==> config.mk <==
export PLATFORM = sky130hd
export DESIGN_NAME = axi_line_master_flat
export DESIGN_NICKNAME = d
export VERILOG_FILES = /design/src/rtl/axi_pkg.sv /design/src/rtl/axi_line_master_if.sv /design/src/rtl/axi_line_buffer.sv /design/src/rtl/axi_line_master.sv /design/src/flat_wrapper.sv
export SDC_FILE = /design/constraint.sdc
export NUM_CORES = 1
export LEC_CHECK = 0
export ABC_AREA = 0
export CORE_AREA = 2 2 281 283
export DETAILED_ROUTE_END_ITERATION = 8
export DIE_AREA = 0 0 283 285
export PLACE_DENSITY = 0.66
export RECOVER_POWER = 100
export SLEW_MARGIN = 30
export SYNTH_ARGS = -nofsm -noshare
export SYNTH_HDL_FRONTEND = slang
export SYNTH_SLANG_ARGS = --single-unit
==> constraint.sdc <==
create_clock -name clk -period 2.4 [get_ports clk]
set_clock_uncertainty 0.15 [all_clocks]
set_input_delay 0.48 -clock clk [delete_from_list [all_inputs] [get_ports clk]]
set_output_delay 0.48 -clock clk [all_outputs]
set_load 0.05 [all_outputs]
==> src/rtl/axi_pkg.sv <==
// Shared AXI encodings and the state type for the cache-line burst master.
package axi_pkg;

  // AXI burst type, transfer size and response encodings.
  localparam logic [1:0] INCR    = 2'b01;
  localparam logic [2:0] SIZE_4B = 3'b010;
  localparam logic [1:0] OKAY    = 2'b00;
  localparam logic [1:0] SLVERR  = 2'b10;
  localparam logic [1:0] DECERR  = 2'b11;

  // One transaction at a time: a read walks IDLE-AR-RD-DONE and a write
  // walks IDLE-AW-WR-BR-DONE.
  typedef enum logic [2:0] {
    IDLE = 3'd0,
    AR   = 3'd1,
    RD   = 3'd2,
    AW   = 3'd3,
    WR   = 3'd4,
    BR   = 3'd5,
    DONE = 3'd6
  } state_t;

endpackage

==> src/rtl/axi_line_master_if.sv <==
// AXI4 master-side bundle driven by axi_line_master.
// Handshake rule on every channel: a beat transfers on a rising edge where
// valid and ready are both high; a source holds valid and its payload steady
// until that edge, and ready may be asserted before or after valid.
interface axi_line_master_if #(
  parameter int ADDR_WIDTH = 32,
  parameter int DATA_WIDTH = 32,
  parameter int ID_WIDTH   = 1
);

  logic [ID_WIDTH-1:0]     m_awid;
  logic [ADDR_WIDTH-1:0]   m_awaddr;
  logic [7:0]              m_awlen;
  logic [2:0]              m_awsize;
  logic [1:0]              m_awburst;
  logic                    m_awvalid;
  logic                    m_awready;

  logic [DATA_WIDTH-1:0]   m_wdata;
  logic [DATA_WIDTH/8-1:0] m_wstrb;
  logic                    m_wlast;
  logic                    m_wvalid;
  logic                    m_wready;

  logic [ID_WIDTH-1:0]     m_bid;
  logic [1:0]              m_bresp;
  logic                    m_bvalid;
  logic                    m_bready;

  logic [ID_WIDTH-1:0]     m_arid;
  logic [ADDR_WIDTH-1:0]   m_araddr;
  logic [7:0]              m_arlen;
  logic [2:0]              m_arsize;
  logic [1:0]              m_arburst;
  logic                    m_arvalid;
  logic                    m_arready;

  logic [ID_WIDTH-1:0]     m_rid;
  logic [DATA_WIDTH-1:0]   m_rdata;
  logic [1:0]              m_rresp;
  logic                    m_rlast;
  logic                    m_rvalid;
  logic                    m_rready;

  modport master (
    output m_awid, m_awaddr, m_awlen, m_awsize, m_awburst, m_awvalid,
    input  m_awready,
    output m_wdata, m_wstrb, m_wlast, m_wvalid,
    input  m_wready,
    input  m_bid, m_bresp, m_bvalid,
    output m_bready,
    output m_arid, m_araddr, m_arlen, m_arsize, m_arburst, m_arvalid,
    input  m_arready,
    input  m_rid, m_rdata, m_rresp, m_rlast, m_rvalid,
    output m_rready
  );

  modport slave (
    input  m_awid, m_awaddr, m_awlen, m_awsize, m_awburst, m_awvalid,
    output m_awready,
    input  m_wdata, m_wstrb, m_wlast, m_wvalid,
    output m_wready,
    output m_bid, m_bresp, m_bvalid,
    input  m_bready,
    input  m_arid, m_araddr, m_arlen, m_arsize, m_arburst, m_arvalid,
    output m_arready,
    output m_rid, m_rdata, m_rresp, m_rlast, m_rvalid,
    input  m_rready
  );

endinterface

==> src/rtl/axi_line_buffer.sv <==
// One cache line of storage: whole-line load, single-word indexed write,
// single-word indexed read, plus the full line as a flat vector.
module axi_line_buffer #(
  parameter int LINE_WORDS = 8,
  parameter int DATA_WIDTH = 32,
  localparam int IW = $clog2(LINE_WORDS)
) (
  input  logic                             clk,
  input  logic                             rst_n,
  input  logic                             load_en,
  input  logic [LINE_WORDS*DATA_WIDTH-1:0] load_line,
  input  logic                             wr_en,
  input  logic [IW-1:0]                    wr_idx,
  input  logic [DATA_WIDTH-1:0]            wr_data,
  input  logic [IW-1:0]                    rd_idx,
  output logic [DATA_WIDTH-1:0]            rd_data,
  output logic [LINE_WORDS*DATA_WIDTH-1:0] line_out
);

  logic [LINE_WORDS-1:0][DATA_WIDTH-1:0] mem_q, mem_d;

  // Next contents: a whole-line load has priority over a single-word write.
  always_comb begin
    mem_d = mem_q;
    if (load_en) begin
      mem_d = load_line;
    end else if (wr_en) begin
      mem_d[wr_idx] = wr_data;
    end
  end

  // Storage register.
  always_ff @(posedge clk or negedge rst_n) begin
    if (!rst_n) begin
      mem_q <= '0;
    end else begin
      mem_q <= mem_d;
    end
  end

  assign rd_data  = mem_q[rd_idx];
  assign line_out = mem_q;

endmodule

==> src/rtl/axi_line_master.sv <==
// Turns one cache-line fill or writeback request into a single AXI4 INCR
// burst of LINE_WORDS 32-bit beats; one transaction outstanding at a time.
module axi_line_master
  import axi_pkg::*;
#(
  parameter int          ADDR_WIDTH = 32,
  parameter int          DATA_WIDTH = 32,
  parameter int          LINE_WORDS = 8,
  parameter int          ID_WIDTH   = 1,
  parameter int unsigned AXI_ID     = 0
) (
  input  logic                             clk,
  input  logic                             rst_n,
  input  logic                             req_valid,
  output logic                             req_ready,
  input  logic                             req_rw,
  input  logic [ADDR_WIDTH-1:0]            req_addr,
  input  logic [LINE_WORDS*DATA_WIDTH-1:0] req_wline,
  output logic                             rsp_valid,
  output logic [LINE_WORDS*DATA_WIDTH-1:0] rsp_rline,
  output logic                             rsp_err,
  axi_line_master_if.master                bus,
  output state_t                           dbg_state
);

  localparam int IW = $clog2(LINE_WORDS);
  localparam int CW = IW + 1;
  localparam int LINE_W = LINE_WORDS * DATA_WIDTH;
  localparam logic [CW-1:0] LAST_BEAT = CW'(LINE_WORDS - 1);
  localparam logic [ADDR_WIDTH-1:0] ALIGN_MASK = ~(ADDR_WIDTH'(LINE_WORDS * 4 - 1));

  state_t                state_q, state_d;
  logic [CW-1:0]         cnt_q, cnt_d;
  logic                  err_q, err_d;
  logic                  rw_q, rw_d;
  logic [ADDR_WIDTH-1:0] addr_q, addr_d;
  logic [LINE_W-1:0]     rsp_rline_q, rsp_rline_d;

  logic                  buf_load;
  logic                  buf_wr;
  logic [DATA_WIDTH-1:0] buf_rd_data;
  logic [LINE_W-1:0]     buf_line;

  logic arvalid, rready, awvalid, wvalid, wlast, bready;

  axi_line_buffer #(
    .LINE_WORDS (LINE_WORDS),
    .DATA_WIDTH (DATA_WIDTH)
  ) u_buf (
    .clk       (clk),
    .rst_n     (rst_n),
    .load_en   (buf_load),
    .load_line (req_wline),
    .wr_en     (buf_wr),
    .wr_idx    (cnt_q[IW-1:0]),
    .wr_data   (bus.m_rdata),
    .rd_idx    (cnt_q[IW-1:0]),
    .rd_data   (buf_rd_data),
    .line_out  (buf_line)
  );

  // Transaction sequencing: next state, beat counter, sticky error and the
  // channel valid/ready strobes, all decoded from the current state.
  always_comb begin
    state_d   = state_q;
    cnt_d     = cnt_q;
    err_d     = err_q;
    rw_d      = rw_q;
    addr_d    = addr_q;
    req_ready = 1'b0;
    arvalid   = 1'b0;
    rready    = 1'b0;
    awvalid   = 1'b0;
    wvalid    = 1'b0;
    wlast     = 1'b0;
    bready    = 1'b0;
    rsp_valid = 1'b0;
    rsp_err   = 1'b0;
    buf_load  = 1'b0;
    buf_wr    = 1'b0;
    case (state_q)
      IDLE: begin
        req_ready = 1'b1;
        if (req_valid) begin
          buf_load = 1'b1;
          addr_d   = req_addr & ALIGN_MASK;
          rw_d     = req_rw;
          err_d    = 1'b0;
          cnt_d    = '0;
          state_d  = req_rw ? AW : AR;
        end
      end
      AR: begin
        arvalid = 1'b1;
        if (bus.m_arready) state_d = RD;
      end
      RD: begin
        rready = 1'b1;
        if (bus.m_rvalid) begin
          buf_wr = 1'b1;
          cnt_d  = cnt_q + 1'b1;
          // A slave error, an early rlast or a missing final rlast all
          // mark the line bad; either rlast or the last beat ends the burst.
          if (bus.m_rresp != OKAY) err_d = 1'b1;
          if (bus.m_rlast != (cnt_q == LAST_BEAT)) err_d = 1'b1;
          if (bus.m_rlast || (cnt_q == LAST_BEAT)) state_d = DONE;
        end
      end
      AW: begin
        awvalid = 1'b1;
        if (bus.m_awready) state_d = WR;
      end
      WR: begin
        wvalid = 1'b1;
        wlast  = (cnt_q == LAST_BEAT);
        if (bus.m_wready) begin
          cnt_d = cnt_q + 1'b1;
          if (cnt_q == LAST_BEAT) state_d = BR;
        end
      end
      BR: begin
        bready = 1'b1;
        if (bus.m_bvalid) begin
          if (bus.m_bresp != OKAY) err_d = 1'b1;
          state_d = DONE;
        end
      end
      DONE: begin
        rsp_valid = 1'b1;
        rsp_err   = err_q;
        state_d   = IDLE;
      end
      default: state_d = IDLE;
    endcase
  end

  // Fill data becomes visible in the completion cycle and is then held
  // until the next fill completes; writebacks leave it untouched.
  always_comb begin
    rsp_rline   = rsp_rline_q;
    rsp_rline_d = rsp_rline_q;
    if (state_q == DONE && !rw_q) begin
      rsp_rline   = buf_line;
      rsp_rline_d = buf_line;
    end
  end

  // Control and response registers.
  always_ff @(posedge clk or negedge rst_n) begin
    if (!rst_n) begin
      state_q     <= IDLE;
      cnt_q       <= '0;
      err_q       <= 1'b0;
      rw_q        <= 1'b0;
      addr_q      <= '0;
      rsp_rline_q <= '0;
    end else begin
      state_q     <= state_d;
      cnt_q       <= cnt_d;
      err_q       <= err_d;
      rw_q        <= rw_d;
      addr_q      <= addr_d;
      rsp_rline_q <= rsp_rline_d;
    end
  end

  assign bus.m_awid    = ID_WIDTH'(AXI_ID);
  assign bus.m_awaddr  = addr_q;
  assign bus.m_awlen   = 8'(LINE_WORDS - 1);
  assign bus.m_awsize  = SIZE_4B;
  assign bus.m_awburst = INCR;
  assign bus.m_awvalid = awvalid;

  assign bus.m_wdata   = buf_rd_data;
  assign bus.m_wstrb   = '1;
  assign bus.m_wlast   = wlast;
  assign bus.m_wvalid  = wvalid;

  assign bus.m_bready  = bready;

  assign bus.m_arid    = ID_WIDTH'(AXI_ID);
  assign bus.m_araddr  = addr_q;
  assign bus.m_arlen   = 8'(LINE_WORDS - 1);
  assign bus.m_arsize  = SIZE_4B;
  assign bus.m_arburst = INCR;
  assign bus.m_arvalid = arvalid;

  assign bus.m_rready  = rready;

  assign dbg_state = state_q;

  // Response IDs carry no information with a single outstanding transaction.
  logic unused_ids;
  assign unused_ids = ^{bus.m_rid, bus.m_bid};

endmodule

==> src/flat_wrapper.sv <==
// flat-port wrapper written by rule: the top's interface ports become plain ports
module axi_line_master_flat import axi_pkg::*;
#(
  parameter int          ADDR_WIDTH = 32,
  parameter int          DATA_WIDTH = 32,
  parameter int          LINE_WORDS = 8,
  parameter int          ID_WIDTH   = 1,
  parameter int unsigned AXI_ID     = 0
)
  (clk, rst_n, req_valid, req_ready, req_rw, req_addr, req_wline, rsp_valid, rsp_rline, rsp_err, dbg_state, bus_m_awid, bus_m_awaddr, bus_m_awlen, bus_m_awsize, bus_m_awburst, bus_m_awvalid, bus_m_awready, bus_m_wdata, bus_m_wstrb, bus_m_wlast, bus_m_wvalid, bus_m_wready, bus_m_bid, bus_m_bresp, bus_m_bvalid, bus_m_bready, bus_m_arid, bus_m_araddr, bus_m_arlen, bus_m_arsize, bus_m_arburst, bus_m_arvalid, bus_m_arready, bus_m_rid, bus_m_rdata, bus_m_rresp, bus_m_rlast, bus_m_rvalid, bus_m_rready);
  axi_line_master_if #(.ADDR_WIDTH(ADDR_WIDTH), .DATA_WIDTH(DATA_WIDTH), .ID_WIDTH(ID_WIDTH)) bus_i ();
  input  logic clk;
  input  logic rst_n;
  input  logic req_valid;
  output logic req_ready;
  input  logic req_rw;
  input  logic [ADDR_WIDTH-1:0] req_addr;
  input  logic [LINE_WORDS*DATA_WIDTH-1:0] req_wline;
  output logic rsp_valid;
  output logic [LINE_WORDS*DATA_WIDTH-1:0] rsp_rline;
  output logic rsp_err;
  output state_t dbg_state;
  output wire logic [$bits(bus_i.m_awid)-1:0] bus_m_awid;
  output wire logic [$bits(bus_i.m_awaddr)-1:0] bus_m_awaddr;
  output wire logic [$bits(bus_i.m_awlen)-1:0] bus_m_awlen;
  output wire logic [$bits(bus_i.m_awsize)-1:0] bus_m_awsize;
  output wire logic [$bits(bus_i.m_awburst)-1:0] bus_m_awburst;
  output wire logic [$bits(bus_i.m_awvalid)-1:0] bus_m_awvalid;
  input wire logic [$bits(bus_i.m_awready)-1:0] bus_m_awready;
  output wire logic [$bits(bus_i.m_wdata)-1:0] bus_m_wdata;
  output wire logic [$bits(bus_i.m_wstrb)-1:0] bus_m_wstrb;
  output wire logic [$bits(bus_i.m_wlast)-1:0] bus_m_wlast;
  output wire logic [$bits(bus_i.m_wvalid)-1:0] bus_m_wvalid;
  input wire logic [$bits(bus_i.m_wready)-1:0] bus_m_wready;
  input wire logic [$bits(bus_i.m_bid)-1:0] bus_m_bid;
  input wire logic [$bits(bus_i.m_bresp)-1:0] bus_m_bresp;
  input wire logic [$bits(bus_i.m_bvalid)-1:0] bus_m_bvalid;
  output wire logic [$bits(bus_i.m_bready)-1:0] bus_m_bready;
  output wire logic [$bits(bus_i.m_arid)-1:0] bus_m_arid;
  output wire logic [$bits(bus_i.m_araddr)-1:0] bus_m_araddr;
  output wire logic [$bits(bus_i.m_arlen)-1:0] bus_m_arlen;
  output wire logic [$bits(bus_i.m_arsize)-1:0] bus_m_arsize;
  output wire logic [$bits(bus_i.m_arburst)-1:0] bus_m_arburst;
  output wire logic [$bits(bus_i.m_arvalid)-1:0] bus_m_arvalid;
  input wire logic [$bits(bus_i.m_arready)-1:0] bus_m_arready;
  input wire logic [$bits(bus_i.m_rid)-1:0] bus_m_rid;
  input wire logic [$bits(bus_i.m_rdata)-1:0] bus_m_rdata;
  input wire logic [$bits(bus_i.m_rresp)-1:0] bus_m_rresp;
  input wire logic [$bits(bus_i.m_rlast)-1:0] bus_m_rlast;
  input wire logic [$bits(bus_i.m_rvalid)-1:0] bus_m_rvalid;
  output wire logic [$bits(bus_i.m_rready)-1:0] bus_m_rready;
  assign bus_m_awid = bus_i.m_awid;
  assign bus_m_awaddr = bus_i.m_awaddr;
  assign bus_m_awlen = bus_i.m_awlen;
  assign bus_m_awsize = bus_i.m_awsize;
  assign bus_m_awburst = bus_i.m_awburst;
  assign bus_m_awvalid = bus_i.m_awvalid;
  assign bus_i.m_awready = bus_m_awready;
  assign bus_m_wdata = bus_i.m_wdata;
  assign bus_m_wstrb = bus_i.m_wstrb;
  assign bus_m_wlast = bus_i.m_wlast;
  assign bus_m_wvalid = bus_i.m_wvalid;
  assign bus_i.m_wready = bus_m_wready;
  assign bus_i.m_bid = bus_m_bid;
  assign bus_i.m_bresp = bus_m_bresp;
  assign bus_i.m_bvalid = bus_m_bvalid;
  assign bus_m_bready = bus_i.m_bready;
  assign bus_m_arid = bus_i.m_arid;
  assign bus_m_araddr = bus_i.m_araddr;
  assign bus_m_arlen = bus_i.m_arlen;
  assign bus_m_arsize = bus_i.m_arsize;
  assign bus_m_arburst = bus_i.m_arburst;
  assign bus_m_arvalid = bus_i.m_arvalid;
  assign bus_i.m_arready = bus_m_arready;
  assign bus_i.m_rid = bus_m_rid;
  assign bus_i.m_rdata = bus_m_rdata;
  assign bus_i.m_rresp = bus_m_rresp;
  assign bus_i.m_rlast = bus_m_rlast;
  assign bus_i.m_rvalid = bus_m_rvalid;
  assign bus_m_rready = bus_i.m_rready;
  axi_line_master #(.ADDR_WIDTH(ADDR_WIDTH), .DATA_WIDTH(DATA_WIDTH), .LINE_WORDS(LINE_WORDS), .ID_WIDTH(ID_WIDTH), .AXI_ID(AXI_ID)) u_core (.clk(clk), .rst_n(rst_n), .req_valid(req_valid), .req_ready(req_ready), .req_rw(req_rw), .req_addr(req_addr), .req_wline(req_wline), .rsp_valid(rsp_valid), .rsp_rline(rsp_rline), .rsp_err(rsp_err), .bus(bus_i), .dbg_state(dbg_state));
endmodule
==> results of run 1 <==
## state kept, by name, indices dropped and copies added, names as in the netlist
register and flops:
u_core.bus.m_araddr 27, u_core.dbg_state 3, u_core.err_q 1, u_core.u_buf.line_out 256
u_core.rsp_rline_q 256, u_core.rw_q 1, u_core.cnt_q 4
## critical path: stages, from the launching register on
cell     delay (ns)
dfrtp_2        0.42
nor2b_4        0.11
and2_4         0.15
nor2b_4        0.15
buf_12         0.13
buf_12         0.18
buf_16         0.16
mux2_1         0.39
buf_4          0.22
## stage by stage
| stage | setup TNS (ns) | worst slack, ns |
|---|---|---|
| after floorplan | -58.17 | -0.267 |
| after global placement | -37.59 | -0.247 |
| after detailed placement | -45.58 | -0.303 |
| after CTS | -213.71 | -0.804 |
| after global routing | -318.97 | -0.865 |
| final | -239.17 | -0.772 |
## repair_timing
item | CTS | global route
pin swaps | 9 | 47
gates cloned | 2 | 7
setup buffers | 24 | 28
setup endpoints to repair | 348 | 349
resized for setup | 84 | 158
hold buffers | 1 | 0
hold endpoints to repair | 32 | 0
## Yosys cell counts, types with 2 or more instances
cell type,number
a21o_1,2
and2_1,3
and3_1,5
mux2_2,120
nor2_1,277
dfrtp_1,548
buf_1,10
nor3b_1,2
buf_6,7
a21oi_1,12
inv_2,2
o2bb2ai_1,10
clkbuf_1,69
a22oi_1,26
o21ai_0,11
mux4_2,2
nand3_1,5
ha_1,2
buf_2,64
a22o_1,4
nand3b_1,5
nand2b_1,3
nor2b_1,5
nand2_1,534
buf_12,22
mux2_4,200
a31oi_1,256
o22ai_1,17
conb_1,2
nor3_1,2
o221ai_1,10
nor2_2,2
nor4_2,2
a221oi_1,46
mux2i_1,22
inv_1,6
or3_1,3
buf_4,111
## power by group
part	leakage [nW]	switching (W)	total, W	internal (W)
clock network	1.03	0.00417	0.00998	0.00581
logic	9.74	0.0251	0.0402	0.0151
registers	6.24	0.00319	0.0171	0.0140
total	17.0	0.0324	0.0673	0.0348
## worst min path at each step
stage | start | to | slack, ns
after CTS | rst_n | u_core.rsp_rline_q[221] | 0.22
after detailed placement | rst_n | u_core.rsp_rline_q[221] | 0.29
final | req_wline[86] | u_core.u_buf.line_out[86] | 0.30
after global placement | rst_n | u_core.rsp_rline_q[221] | 0.28
after floorplan | rst_n | u_core.bus.m_araddr[10] | 0.03
after global routing | req_wline[221] | u_core.u_buf.line_out[221] | 0.30
## cell type report
class / instances / share of cell area [%]
tap: 1050 / 3.40
inverter: 8 / 0.0841
antenna: 9 / 0.0582
sequential: 548 / 35.5
clock inverter: 21 / 0.631
multi-input combinational: 1645 / 29.9
clock buffer: 95 / 4.87
timing repair buffer: 950 / 25.6
## cell families after synthesis
logic type | share of synthesized area (%)
simple gates | 12.8
flops | 51.8
compound gates | 10.2
mux | 17.4
buf+inv | 7.57
fa+ha+maj | 0.0945
other cells | 0.0284
## per-layer routing
layer / track usage, % / up-vias / routed length, um
li1: - / 9949 / -
met1: 34.8 / 11560 / 45600
met2: 42.7 / 1184 / 52000
met3: 5.82 / 304 / 8600
met4: 11.1 / 6 / 5100
met5: 0 / - / 34
==> flow_summary.toml, run 1 <==
[layout]
multiInputGateArea_um2 = 11600
final_common_cell = "dfrtp_1"
ff_latch_area_um2 = 13700
fill_cells = 7020
stdcell_count = 4326
synthToLayoutAreaGrowth_pct = 46.1
fin_area_um2 = 38700
final_core_util_pct = 49.6
mostFrequentLayoutCells = "dfrtp_1, nand2_1, buf_4"
drive_gt1_share_pct = 30.2
fin_nets = 3557

[floorplan]
die_x_um = 283
core_area_um2 = 78000
die_area_um2 = 80700
dieHeight_um = 285
start_util_pct = 34.0
row_count = 103
num_io_pins = 732

[synthesis]
ys_top_cells_by_area = "dfrtp_1, mux2_4, nand2_1"
synth.avg_cell_area_um2 = 10.8
netlist_instances = 2445
async_flop_share_pct = 100
ys.flop_type = "dfrtp_1"
synth_edf_count = 0
ys_ff_latch = 548
ys_types = 54
synth_warnings = 0
synth_top_cell_by_area = "dfrtp_1"
yosysSeqAreaShare_pct = 51.8
netlist_area_um2 = 26500
synth_top_area_share_pct = 51.8

[placed_design]
port-buffer-count = 682
gp_congestion = 0.871
dp_hpwl_um = 78600
post-place-cells = 4147
place_area_um2 = 35700

[setup_path]
worstReg2RegEnd = "u_core.u_buf.line_out[4]"
r2r_cells = 7
end_kind = "output port"
crit_arrival_ns = 2.54
critPathMaxFanout = 11
r2r-start = "u_core.dbg_state[1]"
crit_path_end = "rsp_rline[87]"
start_kind = "flop"
cp.required_ns = 1.77
r2r_slack_ns = -0.32
worst-setup-path-type = "flop to output port"
crit_path_start = "u_core.dbg_state[0]"

[cts]
clk_latency_ns = 0.60
clkSinkCount = 548
cts_buffers = 66
clock_tree.root_cell = "clkbuf_16"
clk_pin_slew_ns = 0.06
h-tree-depth = 3
clockBufferDepth = 3
cts_tree = "done"

[detailed_routing]
detail-route-antenna-nets = 0
vias = 23003
wl_per_cell_um = 25.7
first_pass_iters = 5
vias_per_cell = 5.32
drtIter0Drc = 1859
drc_errors = 0
finalWirelength_um = 111000

[sta]
setup_viol = 553
finalHoldViolations = 0
rsz0062_at_grt = "yes"
whs_ns = 0.304
period_needed_ns = 3.17
final_max_slew_viol_count = 0
tightest_slew_ns = 1.24
worst_slew_margin_rel_pct = 17.3
fmax_ghz = 0.315
worst_slack_ns = -0.772
post-route-period-util_pct = 132

[status]
status = "finished, violations left"
violations = "negative setup slack"

[grt]
antenna_found_initial = 10
grt_pass1_wl_um = 160000
grt_overflow = 0
grt_max_degree = 71
grt_usage_pct = 26.6
grt_pass1_vias = 23259

[power_and_ir_drop]
powerDensity_nw_per_um2 = 1740
p_leak_nw = 17.0
p_total_w = 0.0673
irDropWorstVdd_uv = 1010

[min_path]
holdPathStages = 3
min_path_type = "input pin to flop"

[flow_run]
max-cap-violations = 0
Note: power is estimated with default switching activity, not from simulation.
==> inputs of run 2 (changes only) <==
--- a/config.mk
+++ b/config.mk
@@ -11,7 +11,6 @@
 export DIE_AREA = 0 0 283 285
 export PLACE_DENSITY = 0.66
 export RECOVER_POWER = 100
-export SLEW_MARGIN = 30
 export SYNTH_ARGS = -nofsm -noshare
 export SYNTH_HDL_FRONTEND = slang
 export SYNTH_SLANG_ARGS = --single-unit
==> results of run 2 <==
The final DEF is identical to that of run 1; final timing and power are the same.
